### src/rtl/tx_dual_arbiter_module.sv
// Round-robin sharing of one UART TX engine between two TX FIFOs.
// One byte per grant, TX_Done handshake, sticky watchdog abort flag.
//
// Ports:
//   CLK, RSTn          clock, async active-low reset
//   Empty_Sig0/1       FIFO empty flags (sampled in IDLE only)
//   FIFO_Read_Data0/1  FIFO data, valid the cycle after a pop
//   Read_Req_Sig0/1    one-cycle FIFO pop strobes
//   TX_Done_Sig        end-of-frame pulse from the TX engine
//   TX_Data, TX_En_Sig byte and enable to the TX engine
//   Grant              one-hot owner (01 ch0, 10 ch1, 00 none)
//   Timeout_Err        sticky watchdog flag, cleared by reset
//
// Optional: define TX_CH_TAG_EN to send a tag byte 8'hA0|ch
// ahead of every data byte within the same grant.
module tx_dual_arbiter_module #(
  parameter logic [15:0] TIMEOUT_CYCLES = 16'd60000,
  parameter logic [3:0]  GAP_CYCLES     = 4'd2
) (
  input  logic       CLK,
  input  logic       RSTn,
  input  logic       Empty_Sig0,
  input  logic [7:0] FIFO_Read_Data0,
  output logic       Read_Req_Sig0,
  input  logic       Empty_Sig1,
  input  logic [7:0] FIFO_Read_Data1,
  output logic       Read_Req_Sig1,
  input  logic       TX_Done_Sig,
  output logic [7:0] TX_Data,
  output logic       TX_En_Sig,
  output logic [1:0] Grant,
  output logic       Timeout_Err
);

  localparam logic [2:0] S_IDLE  = 3'd0;
  localparam logic [2:0] S_READ  = 3'd1;
  localparam logic [2:0] S_LATCH = 3'd2;
  localparam logic [2:0] S_SEND  = 3'd3;
  localparam logic [2:0] S_GAP   = 3'd4;
`ifdef TX_CH_TAG_EN
  localparam logic [2:0] S_TSEND = 3'd5;
  localparam logic [2:0] S_TGAP  = 3'd6;
`endif

  localparam logic [15:0] TMO_LAST =
    TIMEOUT_CYCLES - 16'd1;

  logic [2:0]  state_q, state_d;
  logic [1:0]  grant_q, grant_d;
  logic        rr0_q, rr0_d;
  logic        rr1_q, rr1_d;
  logic        tx_en_q, tx_en_d;
  logic [7:0]  tx_data_q, tx_data_d;
  logic        terr_q, terr_d;
  logic        last_q, last_d;
  logic [15:0] wd_q, wd_d;
  logic [3:0]  gap_q, gap_d;
`ifdef TX_CH_TAG_EN
  logic [7:0]  hold_q, hold_d;
`endif

  logic [7:0] fifo_data;
  logic       wd_expired;
  logic       gap_done;

  assign fifo_data  = grant_q[1] ? FIFO_Read_Data1
                                 : FIFO_Read_Data0;
  assign wd_expired = (wd_q == TMO_LAST);
  // true on the last gap cycle; with GAP_CYCLES = 0 any
  // gap-type state lasts exactly one cycle
  assign gap_done   = ({1'b0, gap_q} + 5'd1) >=
                      {1'b0, GAP_CYCLES};

  always_comb begin
    state_d   = state_q;
    grant_d   = grant_q;
    rr0_d     = 1'b0;
    rr1_d     = 1'b0;
    tx_en_d   = tx_en_q;
    tx_data_d = tx_data_q;
    terr_d    = terr_q;
    last_d    = last_q;
    wd_d      = wd_q;
    gap_d     = gap_q;
`ifdef TX_CH_TAG_EN
    hold_d    = hold_q;
`endif
    unique case (state_q)
      S_IDLE: begin
        // ch0 wins unless ch1 alone is ready or ch0 went last
        if (!Empty_Sig0 && (Empty_Sig1 || last_q)) begin
          grant_d = 2'b01;
          rr0_d   = 1'b1;
          state_d = S_READ;
        end else if (!Empty_Sig1) begin
          grant_d = 2'b10;
          rr1_d   = 1'b1;
          state_d = S_READ;
        end
      end
      S_READ: begin
        state_d = S_LATCH;
      end
      S_LATCH: begin
        tx_en_d = 1'b1;
        wd_d    = 16'd0;
`ifdef TX_CH_TAG_EN
        hold_d    = fifo_data;
        tx_data_d = 8'hA0 | {7'd0, grant_q[1]};
        state_d   = S_TSEND;
`else
        tx_data_d = fifo_data;
        state_d   = S_SEND;
`endif
      end
      S_SEND: begin
        if (TX_Done_Sig || wd_expired) begin
          // a done pulse on the expiry cycle wins
          if (!TX_Done_Sig) terr_d = 1'b1;
          tx_en_d = 1'b0;
          grant_d = 2'b00;
          last_d  = grant_q[1];
          wd_d    = 16'd0;
          gap_d   = 4'd0;
          state_d = (GAP_CYCLES == 4'd0) ? S_IDLE : S_GAP;
        end else begin
          wd_d = wd_q + 16'd1;
        end
      end
      S_GAP: begin
        if (gap_done) begin
          state_d = S_IDLE;
        end else begin
          gap_d = gap_q + 4'd1;
        end
      end
`ifdef TX_CH_TAG_EN
      S_TSEND: begin
        if (TX_Done_Sig) begin
          tx_en_d = 1'b0;
          wd_d    = 16'd0;
          gap_d   = 4'd0;
          state_d = S_TGAP;
        end else if (wd_expired) begin
          // tag lost: drop the held data byte too
          terr_d  = 1'b1;
          tx_en_d = 1'b0;
          grant_d = 2'b00;
          last_d  = grant_q[1];
          wd_d    = 16'd0;
          gap_d   = 4'd0;
          state_d = (GAP_CYCLES == 4'd0) ? S_IDLE : S_GAP;
        end else begin
          wd_d = wd_q + 16'd1;
        end
      end
      S_TGAP: begin
        // enable always drops for at least one cycle
        if (gap_done) begin
          tx_data_d = hold_q;
          tx_en_d   = 1'b1;
          wd_d      = 16'd0;
          state_d   = S_SEND;
        end else begin
          gap_d = gap_q + 4'd1;
        end
      end
`endif
      default: begin
        state_d = S_IDLE;
        grant_d = 2'b00;
        tx_en_d = 1'b0;
      end
    endcase
  end

  always_ff @(posedge CLK or negedge RSTn) begin
    if (!RSTn) begin
      state_q   <= S_IDLE;
      grant_q   <= 2'b00;
      rr0_q     <= 1'b0;
      rr1_q     <= 1'b0;
      tx_en_q   <= 1'b0;
      tx_data_q <= 8'h00;
      terr_q    <= 1'b0;
      last_q    <= 1'b1;
      wd_q      <= 16'd0;
      gap_q     <= 4'd0;
`ifdef TX_CH_TAG_EN
      hold_q    <= 8'h00;
`endif
    end else begin
      state_q   <= state_d;
      grant_q   <= grant_d;
      rr0_q     <= rr0_d;
      rr1_q     <= rr1_d;
      tx_en_q   <= tx_en_d;
      tx_data_q <= tx_data_d;
      terr_q    <= terr_d;
      last_q    <= last_d;
      wd_q      <= wd_d;
      gap_q     <= gap_d;
`ifdef TX_CH_TAG_EN
      hold_q    <= hold_d;
`endif
    end
  end

  assign Read_Req_Sig0 = rr0_q;
  assign Read_Req_Sig1 = rr1_q;
  assign TX_En_Sig     = tx_en_q;
  assign TX_Data       = tx_data_q;
  assign Grant         = grant_q;
  assign Timeout_Err   = terr_q;

endmodule

### config.mk
export PLATFORM = sky130hd
export DESIGN_NAME = tx_dual_arbiter_module
export DESIGN_NICKNAME = d
export VERILOG_FILES = /design/src/rtl/tx_dual_arbiter_module.sv
export SDC_FILE = /design/constraint.sdc
export NUM_CORES = 1
export LEC_CHECK = 0
export BUFFER_PORTS_ARGS = -buffer_cell sky130_fd_sc_hd__buf_2
export CORE_MARGIN = 2
export CORE_UTILIZATION = 35
export CTS_BUF_LIST = sky130_fd_sc_hd__clkbuf_8 sky130_fd_sc_hd__clkbuf_16
export CTS_CLUSTER_SIZE = 25
export DETAILED_ROUTE_END_ITERATION = 8
export PLACE_DENSITY = 0.53
export SLEW_MARGIN = 20
export SYNTH_ARGS = -nofsm -noshare
export SYNTH_HDL_FRONTEND = slang
export SYNTH_SLANG_ARGS = --single-unit
### constraint.sdc
create_clock -name CLK -period 2.05 [get_ports CLK]
set_clock_uncertainty 0.2 [all_clocks]
set_input_delay 0.205 -clock CLK [delete_from_list [all_inputs] [get_ports CLK]]
set_output_delay 0.205 -clock CLK [all_outputs]
set_load 0.05 [all_outputs]
==> flow_summary.json, run 1 <==
{
  "main_flop_type_after_synthesis": "dfrtp_1",
  "cts_buffer_depth": 2,
  "finalSetupTns_ns": 0,
  "synth_async_sr_flop_share": 1.00,
  "portBuffers": 34,
  "syn_nets": 220,
  "cts_htree_levels": 2,
  "power_density_nw_per_um2": 1190,
  "avgSynthCellArea_um2": 10.1,
  "cts.clk_slew.worst_paths_ns": 0.07,
  "final_layout_size_suffix_gt1_frac": 0.311,
  "power_frac_seq": 0.342,
  "slew_viol_final": 0,
  "min_to": "TX_Data[4]",
  "switching_share": 0.413,
  "reg2reg_from": "wd_q[5]",
  "startpoint": "wd_q[5]",
  "worstSetupEndpointType": "flop",
  "ys.warnings.count": 0,
  "fin_util": 0.465,
  "slew_headroom": 0.658,
  "ant_nets": 0,
  "vias": 1672,
  "critical_path.max_fanout": 3,
  "crit-reg2reg-capture": "last_q",
  "post-route-period-util": 0.941,
  "gr-total-overflow": 0,
  "simple_gate_share_of_the_synthesized_area": 0.201,
  "yosys.area_share.adder": 0.0241,
  "synth.mux.area_fraction": 0.0463,
  "timing.reg2reg.setup_slack_ns": 0.12,
  "synthesis.area_um2": 1970,
  "detail_route.drc_violations": 0,
  "cts_tree": "done",
  "p_leak_nw": 1.14,
  "worstPathArrival_ns": 1.95,
  "worst_hold_path.num_cells": 3,
  "place_worst_setup_slack_ns": 0.102,
  "ys_ff_latch": 38,
  "required_ns": 2.07,
  "timing.final.ws_setup_ns": 0.122,
  "wire_per_inst_um": 13.3,
  "reg2regPathDepth": 4,
  "synth.top_cells.by_count": "37 x dfrtp_1, 20 x a21oi_1, 15 x nand2_1",
  "timing.final.crit_period_ns": 1.93,
  "hold_wc_path_type": "in -> reg",
  "hold_start": "FIFO_Read_Data0[4]",
  "floorplan.die.width_um": 79.1,
  "final.fill_count": 560,
  "design.final.nets": 280,
  "grt_max_degree": 39,
  "drt_pre_antenna_iters": 4,
  "grt_antenna_before_repair": 0,
  "top_level_ports": 35,
  "via_per_inst": 5.08,
  "share_of_the_synthesized_area_in_compound_gates_ao_oa_aoi_oai": 0.197,
  "grt_pass1_wl_um": 7310,
  "irDropWorstVdd_uv": 516,
  "antenna_cells_inserted": 0,
  "root_buffer": "clkbuf_8",
  "timing.fmax_ghz": 0.519,
  "synth_top_family_by_area": "simple AND/OR/NAND/NOR gates",
  "floorplan.die.height_um": 79.1,
  "synth_cell_types": 50,
  "crit_path_start_kind": "flop",
  "start_util": 0.361,
  "p_switching_mw": 1.26,
  "most_frequently_used_cell_type_in_the_post_synthesis_netlist": "dfrtp_1",
  "setup_viol": 0,
  "dp_hpwl_um": 3160,
  "netlist.top_cell.by_area": "dfrtp_1",
  "wl_um": 4360,
  "first_global_vias": 1552,
  "placeableCoreArea_um2": 5470,
  "synth_enable_flop_cells": 0,
  "std_cell_rows": 27,
  "areaGrowthSynthToFinish_pct": 29.1,
  "area_share_of_xor_xnor_cells_in_the_synthesized_design": 0.00888,
  "buffer_count_from_post_cts_setup_fixing": 0,
  "yosys.area.top_type_share": 0.469,
  "post_synth_inst_count": 196,
  "p_int_mw": 1.78,
  "synth-seq-area-share": 0.483,
  "cell_types_with_the_largest_area_share_after_synthesis": "dfrtp_1 47%, a21oi_1 5.1%, mux2i_1 4.1%",
  "drt-initial-drc-count": 69,
  "max_slew.worst_pin.slew_ns": 0.513,
  "tritoncts.num_buffers": 5,
  "clk_latency_ns": 0.29,
  "timing.max_cap.violations": 0,
  "critPathKind": "reg -> reg",
  "clock_power_share": 0.216,
  "cts.sinks": 38,
  "die_area_um2": 6250,
  "place.gp.congestion": 0.746,
  "combinationalPowerShare": 0.443,
  "run_status": "complete, no violations",
  "grt_usage": 0.151,
  "power_after_layout_mw": 3.04,
  "hold_violations": 0,
  "grt_setup_unrepaired": "false"
}
-- cell type report --
| class | instances | area, um^2 | area share |
|---|---|---|---|
| timing repair buffer | 64 | 403 | 0.158 |
| tap | 72 | 90.1 | 0.0354 |
| inverter | 5 | 18.8 | 0.00737 |
| clock inverter | 2 | 33.8 | 0.0133 |
| sequential | 38 | 952 | 0.374 |
| multi-input combinational | 142 | 967 | 0.380 |
| clock buffer | 6 | 82.6 | 0.0324 |
-- metal layers --
layer	track usage	vias up	routed length (um)
met1	0.189	787	2030
li1	-	843	-
met5	0	-	0
met3	0.0352	6	215
met4	0.0517	0	69
met2	0.255	36	2050
-- sequential cells by signal, indices dropped and copies added (netlist names) --
| register | cells |
|---|---|
| wd_q | 16 |
| TX_Data | 8 |
| gap_q | 4 |
| state_q | 3 |
| Grant | 2 |
| Read_Req_Sig0 | 1 |
| Read_Req_Sig1 | 1 |
| TX_En_Sig | 1 |
| Timeout_Err | 1 |
| last_q | 1 |
-- critical path, cell delays in order, from the launching register on --
cell and delay (ns):
dfrtp_1 0.38, nand4bb_4 0.24, or4_4 0.56, a21oi_2 0.15, mux2_1 0.32
-- power by group through the flow --
stage                     registers [mW]  logic [mW]  clock network, mW
final                               1.04        1.35              0.655
after global routing                1.07        1.47              0.714
after CTS                           1.04        1.36              0.677
after detailed placement            1.06        1.35                  0
after global placement              1.05        1.35                  0
after floorplan                     1.39       0.626                  0
-- cells in the final DEF, fill, tap and decap left out, types with 8 or more instances in the layout --
cell type  synthesis  routed
a31oi_1           12      12
buf_4              1      27
mux2i_1            8       8
nand2_1           15      15
o21ai_0           12      12
nor2_1            13      13
dfrtp_1           37      37
a21oi_1           20      19
buf_2              1      34
-- kinds of logic (layout without fill, tap and decap cells) --
family | count (synthesis) | count (layout)
AO/OA/AOI/OAI | 62 | 62
XOR/XNOR | 2 | 2
adder cells (fa/ha/maj) | 4 | 4
buffers and inverters | 16 | 77
flip-flops | 38 | 38
multiplexers | 9 | 9
AND/OR/NAND/NOR | 65 | 65
-- through the flow --
step,cells,hold slack (ns),area (um^2)
global route,329,0.0271,2550
floorplan,196,-0.291,1970
CTS,329,0.0128,2520
global placement,318,0.0939,2370
finish,329,0.0164,2550
detailed placement,318,0.0857,2370
-- repair_timing --
| item | CTS | global route |
|---|---|---|
| endpoints found under the hold margin | 39 | 0 |
| gates resized for setup | 0 | 4 |
| hold buffers | 3 | 0 |
| endpoints found under the setup margin | 0 | 1 |
-- how the worst max path moves through the flow --
stage | end | slack (ns) | cells past startpoint
after global placement | last_q | 0.11 | 5
after floorplan | last_q | 0.04 | 5
after detailed placement | last_q | 0.10 | 4
final | last_q | 0.12 | 4
after global routing | wd_q[15] | 0.03 | 6
after CTS | last_q | 0.09 | 5
Note: power is estimated with default switching activity, not from simulation.
==> run 2: changes to the inputs <==
CTS_BUF_LIST = unset   (was sky130_fd_sc_hd__clkbuf_8 sky130_fd_sc_hd__clkbuf_16)
==> run 2 against run 1 <==
Total power grew 0.15%. Count of clock-buffer cells in the layout grew 1. Worst setup slack is essentially flat. Core utilization is the same. Sequential cell count is the same. Critical path depth is the same. Combinational power is essentially flat. Clock power grew 0.8%. Via count is essentially flat. Die area is the same. Critical path type unchanged. Largest cell class unchanged.
==> flow_summary.json, run 2 (synthesis gave the netlist of run 1 again) <==
{
  "run_status": "complete, no violations",
  "floorplan.die.width_um": 79.1,
  "place.gp.congestion": 0.746,
  "design.final.nets": 280,
  "vias": 1673,
  "die_area_um2": 6250,
  "critical_path.max_fanout": 3,
  "cts_buffer_depth": 2,
  "worstPathArrival_ns": 1.95,
  "portBuffers": 34,
  "post_dp_cell_area_um2": 2370,
  "timing.final.ws_setup_ns": 0.122,
  "layout_commonest_cell": "dfrtp_1",
  "cts.clk_slew.worst_paths_ns": 0.07,
  "wl_um": 4370,
  "grt_pass1_wl_um": 7310,
  "registers.top_by_ff_count": "wd_q",
  "hold_violations": 0,
  "placeableCoreArea_um2": 5470,
  "worstSetupEndpointType": "flop",
  "via_per_inst": 5.09,
  "std_cell_rows": 27,
  "grt_usage": 0.151,
  "top_level_ports": 35,
  "final.fill_count": 560,
  "drt_pre_antenna_iters": 4,
  "reg2regPathDepth": 4,
  "slew_headroom": 0.658,
  "largest_register_ffs": 16,
  "crit-reg2reg-capture": "last_q",
  "grt_max_degree": 39,
  "wire_per_inst_um": 13.3,
  "detail_route.drc_violations": 0,
  "gr-total-overflow": 0,
  "placedCellCount": 318,
  "power_density_nw_per_um2": 1200,
  "timing.fmax_ghz": 0.519,
  "ant_nets": 0,
  "fin_worst_hold_slack_ns": 0.0164,
  "slew_viol_final": 0,
  "timing.reg2reg.setup_slack_ns": 0.12,
  "cts.sinks": 38,
  "grt_setup_unrepaired": "false",
  "layout.cells.non_filler": 329,
  "final_layout_size_suffix_gt1_frac": 0.311,
  "buffer_count_from_post_cts_setup_fixing": 0,
  "reg2reg_from": "wd_q[5]",
  "layout.cells.most_common_list": "37 x dfrtp_1, 34 x buf_2, 27 x buf_4",
  "antenna_cells_inserted": 0,
  "required_ns": 2.07,
  "p_leak_nw": 1.13,
  "routed_length_on_met1_um": 2030,
  "max_slew.worst_pin.slew_ns": 0.513,
  "crit_path_start_kind": "flop",
  "wl_met3_um": 215,
  "floorplan.die.height_um": 79.1,
  "timing.final.crit_period_ns": 1.93,
  "first_global_vias": 1552,
  "startpoint": "wd_q[5]",
  "critPathKind": "reg -> reg",
  "final_area_um2": 2550,
  "highest-signal-layer": "met4",
  "post-route-period-util": 0.941,
  "cts_htree_levels": 2,
  "wl_met2_um": 2050,
  "place_worst_setup_slack_ns": 0.102,
  "cts_tree": "done",
  "drt-initial-drc-count": 69,
  "start_util": 0.361,
  "irDropWorstVdd_uv": 516,
  "clk_latency_ns": 0.29,
  "critPathCapture": "last_q",
  "tritoncts.num_buffers": 5,
  "dp_hpwl_um": 3160,
  "hold_wc_path_type": "in -> reg",
  "finalSetupTns_ns": 0,
  "setup_viol": 0,
  "root_buffer": "clkbuf_8",
  "grt_antenna_before_repair": 0,
  "timing.max_cap.violations": 0,
  "areaGrowthSynthToFinish_pct": 29.1
}
-- run 2: changes by cell type in the layout (fill, tap and decap cells not counted) --
cell,change
clkbuf_1,+1
inv_1,-1
-- run 2: repair_timing --
item,in CTS,in global routing
hold endpoints to repair,39,0
gates resized for setup,0,4
hold buffers,3,0
setup endpoints to repair,0,1
-- run 2: worst min path at each step --
stage,cells past startpoint,start,to
final,3,FIFO_Read_Data0[4],TX_Data[4]
after global routing,3,FIFO_Read_Data0[2],TX_Data[2]
after CTS,3,FIFO_Read_Data0[2],TX_Data[2]
after detailed placement,2,RSTn,TX_Data[6]
after global placement,2,RSTn,TX_Data[6]
after floorplan,0,RSTn,Grant[0]
-- run 2: power breakdown --
group / switching (mW) / total, mW / internal [mW]
registers: 0.116 / 1.04 / 0.922
clock network: 0.263 / 0.660 / 0.397
logic: 0.877 / 1.35 / 0.470
total: 1.26 / 3.04 / 1.79
-- run 2: critical path: stages (launching register included) --
cell,delay [ns]
dfrtp_1,0.38
nand4bb_4,0.24
or4_4,0.56
a21oi_2,0.15
mux2_1,0.32
-- run 2: metrics by stage --
step,util,total power [mW]
6_report,0.465,3.04
5_1_grt,0.465,3.26
4_1_cts,0.461,3.08
3_5_place_dp,0.434,2.41
3_3_place_gp,0.434,2.39
2_1_floorplan,-,2.02
-- run 2: cell type report --
type | instances | area (um^2) | share of cell area
multi-input cells | 142 | 967 | 0.380
flip-flops and latches | 38 | 952 | 0.374
repair buffers | 64 | 403 | 0.158
well taps | 72 | 90.1 | 0.0354
clock buffers | 7 | 86.3 | 0.0339
clock inverters | 1 | 30.0 | 0.0118
inverters | 5 | 18.8 | 0.00737
-- run 2: layer usage --
| layer | up-vias | global-route usage |
|---|---|---|
| li1 | 843 | - |
| met1 | 788 | 0.189 |
| met2 | 36 | 0.255 |
| met3 | 6 | 0.0352 |
| met5 | - | 0 |
| met4 | 0 | 0.0517 |
